<file path="src/rtl/uart_tx_fsm.sv">
// UART transmit frame controller: sequences start, data, optional parity and stop
// bits around an external shift register that supplies the serial data bits.
module uart_tx_fsm #(
    parameter int unsigned DATA_WIDTH = 8
) (
    input  logic                  CLK,
    input  logic                  RST,
    input  logic [DATA_WIDTH-1:0] P_DATA,
    input  logic                  Data_Valid,
    input  logic                  PAR_EN,
    input  logic                  PAR_TYP,
    input  logic                  ser_data,
    input  logic                  ser_done,
    output logic                  ser_en,
    output logic                  busy,
    output logic                  TX_OUT,
    output logic                  tx_done
);

    localparam int unsigned ST_W = 3;

    typedef enum logic [ST_W-1:0] {
        S_IDLE   = 3'd0,
        S_START  = 3'd1,
        S_DATA   = 3'd2,
        S_PARITY = 3'd3,
        S_STOP   = 3'd4
    } state_t;

    state_t state;
    state_t state_nxt;

    logic accept_c;
    logic data_xor;
    logic par_en_q;
    logic par_typ_q;
    logic par_bit_c;

    assign accept_c = Data_Valid && !busy;

    // State register
    always_ff @(posedge CLK or negedge RST) begin
        if (!RST) begin
            state <= S_IDLE;
        end else begin
            state <= state_nxt;
        end
    end

    // Frame settings captured on the acceptance edge so later input changes cannot leak in
    always_ff @(posedge CLK or negedge RST) begin
        if (!RST) begin
            data_xor  <= 1'b0;
            par_en_q  <= 1'b0;
            par_typ_q <= 1'b0;
        end else if (accept_c) begin
            data_xor  <= ^P_DATA;
            par_en_q  <= PAR_EN;
            par_typ_q <= PAR_TYP;
        end
    end

    // Odd parity is the inverted data XOR
    assign par_bit_c = data_xor ^ par_typ_q;

    // Next-state logic
    always_comb begin
        state_nxt = S_IDLE;
        case (state)
            S_IDLE:   state_nxt = accept_c ? S_START : S_IDLE;
            S_START:  state_nxt = S_DATA;
            S_DATA: begin
                if (ser_done) begin
                    state_nxt = par_en_q ? S_PARITY : S_STOP;
                end else begin
                    state_nxt = S_DATA;
                end
            end
            S_PARITY: state_nxt = S_STOP;
            S_STOP:   state_nxt = S_IDLE;
            default:  state_nxt = S_IDLE;
        endcase
    end

    // Output decode from the state register
    always_comb begin
        ser_en  = 1'b0;
        busy    = (state != S_IDLE);
        TX_OUT  = 1'b1;
        tx_done = 1'b0;
        case (state)
            S_START: begin
                ser_en = 1'b1;
                TX_OUT = 1'b0;
            end
            S_DATA: begin
                ser_en = 1'b1;
                TX_OUT = ser_data;
            end
            S_PARITY: TX_OUT = par_bit_c;
            S_STOP:   tx_done = 1'b1;
            default:  TX_OUT = 1'b1;
        endcase
    end

endmodule

</file>
<file path="config.mk">
export PLATFORM = sky130hd
export DESIGN_NAME = uart_tx_fsm
export DESIGN_NICKNAME = d
export VERILOG_FILES = /design/src/rtl/uart_tx_fsm.sv
export SDC_FILE = /design/constraint.sdc
export NUM_CORES = 1
export LEC_CHECK = 0
export ABC_CLOCK_PERIOD_IN_PS = 1300
export CORE_AREA = 10 10 47 49
export CTS_CLUSTER_DIAMETER = 120
export DETAILED_ROUTE_END_ITERATION = 10
export DIE_AREA = 0 0 57 59
export GPL_TIMING_DRIVEN = 1
export PLACE_DENSITY = 0.59
export SETUP_SLACK_MARGIN = 0.15
export SKIP_LAST_GASP = 1
export SLEW_MARGIN = 5
export SYNTH_ARGS = -nofsm -noshare
export SYNTH_HDL_FRONTEND = slang
export SYNTH_SLANG_ARGS = --single-unit
</file>
<file path="constraint.sdc">
create_clock -name CLK -period 1.3 [get_ports CLK]
set_input_delay 0.26 -clock CLK [delete_from_list [all_inputs] [get_ports CLK]]
set_output_delay 0.26 -clock CLK [all_outputs]
set_load 0.02 [all_outputs]
</file>
==> flow_summary_export.csv, run 1 <==
group,metric,value,unit
logic_synthesis,synth.ff_latch_count,6,
logic_synthesis,synth_top_area_share,39.3,%
drt,drt_drc_violations_left,0,
critical_path,critical_path_class,"flip-flop to flip-flop",
drt,drtAntennaViolNets,0,
logic_synthesis,synth_edf_count,0,
final_layout,multiInputGateArea,270,um2
floorplan,fp.coreArea,1400,um2
final_layout,nFillCells,136,
final_layout,fin_area,790,um2
sta,final_critical_path_setup_slack,-0.174,ns
global_routing,track_usage,6.13,%
floorplan,chipHeight,59,um
floorplan,dieWidth,57,um
min_path,min_path_type,"input port to asynchronous set/reset pin",
clock_tree,worstSkewPairLatency,0.23,ns
sta,finalSetupViolCount,7,
global_routing,grt.overflow.total,0,
outcome,failed_checks,"negative setup slack",
clock_tree,cts_inserted_buffers,3,
logic_synthesis,mappedNetlistArea,382,um2
clock_tree,cts_max_level,1,
drt,vias_per_cell,4.35,
logic_synthesis,yosys-top-cells-area,"sky130_fd_sc_hd__dfrtp_1 (39%), sky130_fd_sc_hd__xnor2_1 (16%), sky130_fd_sc_hd__nor2_8 (5.2%)",
logic_synthesis,yosysUniqueCellTypes,18,
sta,post-route-min-period,1.47,ns
drt,first_iter_violations,0,
sta,finalMaxSlewViolations,0,
place,placed_cells_incl_taps,79,
floorplan,rows,14,
clock_tree,clockRootBuffer,"sky130_fd_sc_hd__clkbuf_4",
place,place_hpwl,757,um
sta,worst-slew-pin-transition,0.278,ns
logic_synthesis,ys_warn_count,0,
final_layout,post_route_cells_drive_above_1_share,50.7,%
sta,max_freq,678,MHz
clock_tree,cts_sinks,6,
place,routabilityCongestion,0.769,
drt,wl,1040,um
sta,relSlewSlack,81.4,%
clock_tree,cts_buffer_depth,2,
final_layout,area.sequential,153,um2
floorplan,ios,19,
sta,finalCritPeriodShare,113,%
floorplan,initial_utilization,27.2,%
global_routing,largest_net_degree_at_the_start_of_global_routing,7,
job,drv.max_cap_violation_count,0,
pwr,power.static_leakage,0.000349,uW
logic_synthesis,synthTopCellsByCount,"sky130_fd_sc_hd__xnor2_1 (7), sky130_fd_sc_hd__dfrtp_1 (6), sky130_fd_sc_hd__nand2b_1 (3)",
final_layout,area_growth_syn_to_layout,107,%
logic_synthesis,netlist.top_cell.by_area,"sky130_fd_sc_hd__dfrtp_1",
final_layout,fin_nets,92,
critical_path,crit_path_max_fanout,5,
pwr,power_density,2230,nW/um2
clock_tree,clock_transition_at_the_registers_of_the_reported_paths,0.04,ns
place,placement.cell_area,634,um2
logic_synthesis,synthCells,38,
outcome,status,"finished with violations",
critical_path,timing.critical_path.arrival,1.59,ns
logic_synthesis,synth_most_common_cell,"sky130_fd_sc_hd__xnor2_1",
drt,routed_wire_length_per_instance,11.4,um
sta,timing.final.hold_violations,0,
sta,skew,0.00171,ns
clock_tree,tritoncts_clock_tree,"yes",
logic_synthesis,fraction_of_registers_with_async_set_reset,100,%
global_routing,first_global_vias,416,
floorplan,floorplan.die_area,3360,um2
logic_synthesis,synthesis.nets,53,
final_layout,finalNonFillerCells,91,
global_routing,grt_first_pass_wirelength,1680,um
final_layout,insertedDiodeCount,0,
clock_tree,holdBufCountCts,0,
pwr,max-vdd-ir-drop,0.953,mV
logic_synthesis,yosysSeqAreaShare,39.3,%
place,input_output_buffers,18,
critical_path,critPathRequiredTime,1.42,ns
logic_synthesis,syn_avg_cell_area,10.0,um2
sta,setup_tns,-0.809,ns
drt,vias,396,
critical_path,cp-end-kind,"flip-flop",
drt,drt_pre_antenna_iters,1,
sta,rsz0062_at_grt,"true",
critical_path,worstSetupStartpointType,"flip-flop",
logic_synthesis,synth_flop_cell,"sky130_fd_sc_hd__dfrtp_1",
global_routing,antenna_found_initial,0,
==> cells in the final DEF (no fill, tap or decap) <==
master,netlist,layout
sky130_fd_sc_hd__clkdlybuf4s50_1,0,14
sky130_fd_sc_hd__mux2_4,1,1
sky130_fd_sc_hd__o2bb2ai_2,0,1
sky130_fd_sc_hd__nor3b_1,2,1
sky130_fd_sc_hd__nor2_2,0,1
sky130_fd_sc_hd__o21a_1,1,1
sky130_fd_sc_hd__o21ai_0,2,1
sky130_fd_sc_hd__or3_4,1,1
sky130_fd_sc_hd__a21oi_2,0,1
sky130_fd_sc_hd__xnor2_1,7,7
sky130_fd_sc_hd__nand2b_1,3,1
sky130_fd_sc_hd__nand3_1,1,1
sky130_fd_sc_hd__clkbuf_4,0,3
sky130_fd_sc_hd__nor2b_1,2,2
sky130_fd_sc_hd__xor2_1,1,1
sky130_fd_sc_hd__dfrtp_2,0,2
sky130_fd_sc_hd__nor2_8,1,1
sky130_fd_sc_hd__nand2_2,0,2
sky130_fd_sc_hd__buf_6,0,7
sky130_fd_sc_hd__dfrtp_1,6,4
sky130_fd_sc_hd__buf_4,0,13
sky130_fd_sc_hd__o21ai_2,0,1
sky130_fd_sc_hd__a21oi_1,2,1
sky130_fd_sc_hd__inv_1,2,2
sky130_fd_sc_hd__nor3b_2,0,1
sky130_fd_sc_hd__nor2_1,2,1
sky130_fd_sc_hd__nand2b_4,0,2
sky130_fd_sc_hd__nor3_2,0,1
==> cell families after synthesis <==
group | share of synthesized area (%)
multiplexers | 3.93
flip-flops | 39.3
XOR/XNOR | 18.4
AND/OR/NAND/NOR | 26.9
buffers and inverters | 1.97
AO/OA/AOI/OAI | 9.51
==> what timing repair did <==
action / in CTS / in global routing
endpoints found under the hold margin: 0 / 0
pin swaps: 2 / 4
setup endpoints to repair: 7 / 8
resized for setup: 26 / 15
setup buffers: 6 / 3
==> cell type report <==
class / instances / area share [%]
Clock buffer: 3 / 2.85
Inverter: 2 / 0.951
Multi-Input combinational cell: 30 / 34.2
Sequential cell: 6 / 19.3
Tap cell: 16 / 2.54
Timing Repair Buffer: 34 / 40.1
==> worst paths after layout <==
path	start	end	slack, ns	depth (start not counted)
worst min register to register	state[0]	state[0]	0.51	1
worst max register to register	state[1]	par_typ_q	-0.17	4
max in group asynchronous	RST	state[0]	0.79	1
worst min-delay path	RST	par_typ_q	0.27	1
min in group CLK	state[0]	state[0]	0.51	1
worst max-delay path	state[1]	par_typ_q	-0.17	4
==> flip-flops by register name, summed over array words and instances, names as in the netlist <==
name	flops
data_xor	1
par_en_q	1
par_typ_q	1
state	3
==> metrics by stage <==
stage	setup WS [ns]	total power, uW	hold slack (ns)	utilization [%]
floorplan	-0.101	805	-0.0356	-
global placement	-0.390	1190	0.522	45.3
detailed placement	-0.401	1200	0.517	45.3
CTS	-0.182	1520	0.266	51.1
global route	-0.235	1890	0.273	56.3
finish	-0.174	1760	0.268	56.3
==> power breakdown <==
group / leakage, uW / switching (uW) / internal, uW / total [uW]
Combinational: 0.000264 / 486 / 745 / 1230
Sequential: 0.0000715 / 84.5 / 280 / 365
Clock: 0.0000138 / 58.6 / 104 / 162
Total: 0.000349 / 629 / 1130 / 1760
==> critical path: stages (launching register included) <==
cell	delay, ns
sky130_fd_sc_hd__dfrtp_2	0.43
sky130_fd_sc_hd__or3_4	0.39
sky130_fd_sc_hd__buf_6	0.14
sky130_fd_sc_hd__nor2_8	0.11
sky130_fd_sc_hd__mux2_4	0.30
==> layer usage <==
metal,up-vias,part of all wire [%],GRT usage (%),wire length [um]
li1,202,-,-,-
met1,178,37,5.42,388
met2,16,53,10.9,550
met3,0,9.5,4.29,99
met4,0,0,2.01,0
met5,-,0,0,0
Power figures use the tool's default switching activity.
==> run 2: changes to the inputs <==
Settings changed: RECOVER_POWER from default to 50.
==> flow_summary_export.csv, run 2 (same netlist as run 1, synthesis figures left out) <==
group,metric,value,unit
outcome,status,"finished with violations",
outcome,failed_checks,"negative setup slack",
clock_tree,cts_inserted_buffers,3,
sta,finalCritPeriodShare,113,%
floorplan,rows,14,
final_layout,final_core_utilization,56.3,%
floorplan,chipHeight,59,um
clock_tree,clock_transition_at_the_registers_of_the_reported_paths,0.04,ns
sta,finalMaxSlewViolations,0,
critical_path,critPathRequiredTime,1.42,ns
pwr,power.static_leakage,0.000349,uW
pwr,power_density,2230,nW/um2
critical_path,timing.critical_path.arrival,1.59,ns
critical_path,critical_path_class,"flip-flop to flip-flop",
pwr,total_power,1760,uW
sta,relSlewSlack,81.0,%
final_layout,registers.top_by_ff_count,"state",
final_layout,nFillCells,136,
floorplan,fp.coreArea,1400,um2
drt,vias_per_cell,4.35,
place,placement.cell_area,634,um2
global_routing,antenna_found_initial,0,
floorplan,ios,19,
critical_path,worstSetupStartpointType,"flip-flop",
critical_path,cp-end-kind,"flip-flop",
place,input_output_buffers,18,
floorplan,initial_utilization,27.2,%
place,dp_slack,-0.401,ns
final_layout,post_route_cells_drive_above_1_share,50.7,%
global_routing,grt.overflow.total,0,
sta,rsz0062_at_grt,"true",
min_path,min_path_type,"input port to asynchronous set/reset pin",
final_layout,fin_nets,92,
global_routing,track_usage,6.13,%
clock_tree,cts_sinks,6,
pwr,max-vdd-ir-drop,0.953,mV
sta,finalSetupViolCount,7,
global_routing,grt_first_pass_wirelength,1680,um
floorplan,floorplan.die_area,3360,um2
global_routing,largest_net_degree_at_the_start_of_global_routing,7,
drt,drtAntennaViolNets,0,
drt,drt_pre_antenna_iters,1,
clock_tree,cts_max_level,1,
floorplan,dieWidth,57,um
sta,post-route-min-period,1.47,ns
place,place_hpwl,757,um
drt,wl,1040,um
final_layout,area_growth_syn_to_layout,107,%
global_routing,first_global_vias,416,
critical_path,worst_r2r_path_depth,4,
final_layout,finalNonFillerCells,91,
final_layout,max_ffs_per_register,3,
sta,skew,0.00171,ns
sta,final_critical_path_setup_slack,-0.174,ns
drt,first_iter_violations,0,
final_layout,fin_area,790,um2
clock_tree,holdBufCountCts,0,
clock_tree,tritoncts_clock_tree,"yes",
clock_tree,cts_buffer_depth,2,
critical_path,crit_path_max_fanout,5,
final_layout,layout_common_cells,"sky130_fd_sc_hd__clkdlybuf4s50_1 (13), sky130_fd_sc_hd__buf_4 (13), sky130_fd_sc_hd__xnor2_1 (7), sky130_fd_sc_hd__buf_6 (7), sky130_fd_sc_hd__dfrtp_1 (4)",
final_layout,insertedDiodeCount,0,
sta,timing.final.hold_violations,0,
sta,max_freq,678,MHz
drt,routed_wire_length_per_instance,11.4,um
job,drv.max_cap_violation_count,0,
sta,worst-slew-pin-transition,0.284,ns
place,placed_cells_incl_taps,79,
drt,vias,396,
place,routabilityCongestion,0.769,
drt,drt_drc_violations_left,0,
clock_tree,worstSkewPairLatency,0.23,ns
clock_tree,clockRootBuffer,"sky130_fd_sc_hd__clkbuf_4",
[run 2: layout make-up]
| class | count | area (um2) | share of cell area (%) |
|---|---|---|---|
| tap | 16 | 20.0 | 2.54 |
| clock buffer | 3 | 22.5 | 2.85 |
| multi-input combinational | 30 | 270 | 34.2 |
| timing repair buffer | 34 | 317 | 40.1 |
| sequential | 6 | 153 | 19.3 |
| inverter | 2 | 7.51 | 0.951 |
[run 2: final timing paths]
kind / from / endpoint / slack (ns)
max: state[1] / par_typ_q / -0.17
min: RST / par_typ_q / 0.34
max reg2reg: state[1] / par_typ_q / -0.17
min reg2reg: state[0] / state[0] / 0.51
max in group asynchronous: RST / state[0] / 0.72
min in group CLK: state[0] / state[0] / 0.51
[run 2: repair_timing]
action / 4_1_cts / 5_1_grt
gates resized for setup: 26 / 15
setup buffers: 6 / 3
pin swaps: 2 / 4
setup endpoints to repair: 7 / 8
[run 2: power by group]
part / internal, uW / switching, uW
Sequential: 280 / 84.5
Combinational: 744 / 486
Clock: 104 / 58.6
Total: 1130 / 629
[run 2: metrics by stage]
stage                     TNS (ns)  hold WS, ns
after floorplan             -0.101      -0.0356
after global placement       -1.55        0.522
after detailed placement     -1.65        0.517
after CTS                   -0.695        0.266
after global routing         -1.20        0.344
final                       -0.809        0.338
[run 2: metal layers]
metal	global-route usage (%)	wire length [um]	vias to the layer above
li1	-	-	202
met1	5.42	388	178
met2	10.9	550	16
met3	4.29	99	0
met4	2.01	0	0
met5	0	0	-
[run 2: worst max-delay path, cell delays in order (launching register included)]
cell	delay, ns
sky130_fd_sc_hd__dfrtp_2	0.43
sky130_fd_sc_hd__or3_4	0.39
sky130_fd_sc_hd__buf_6	0.14
sky130_fd_sc_hd__nor2_8	0.11
sky130_fd_sc_hd__mux2_4	0.30
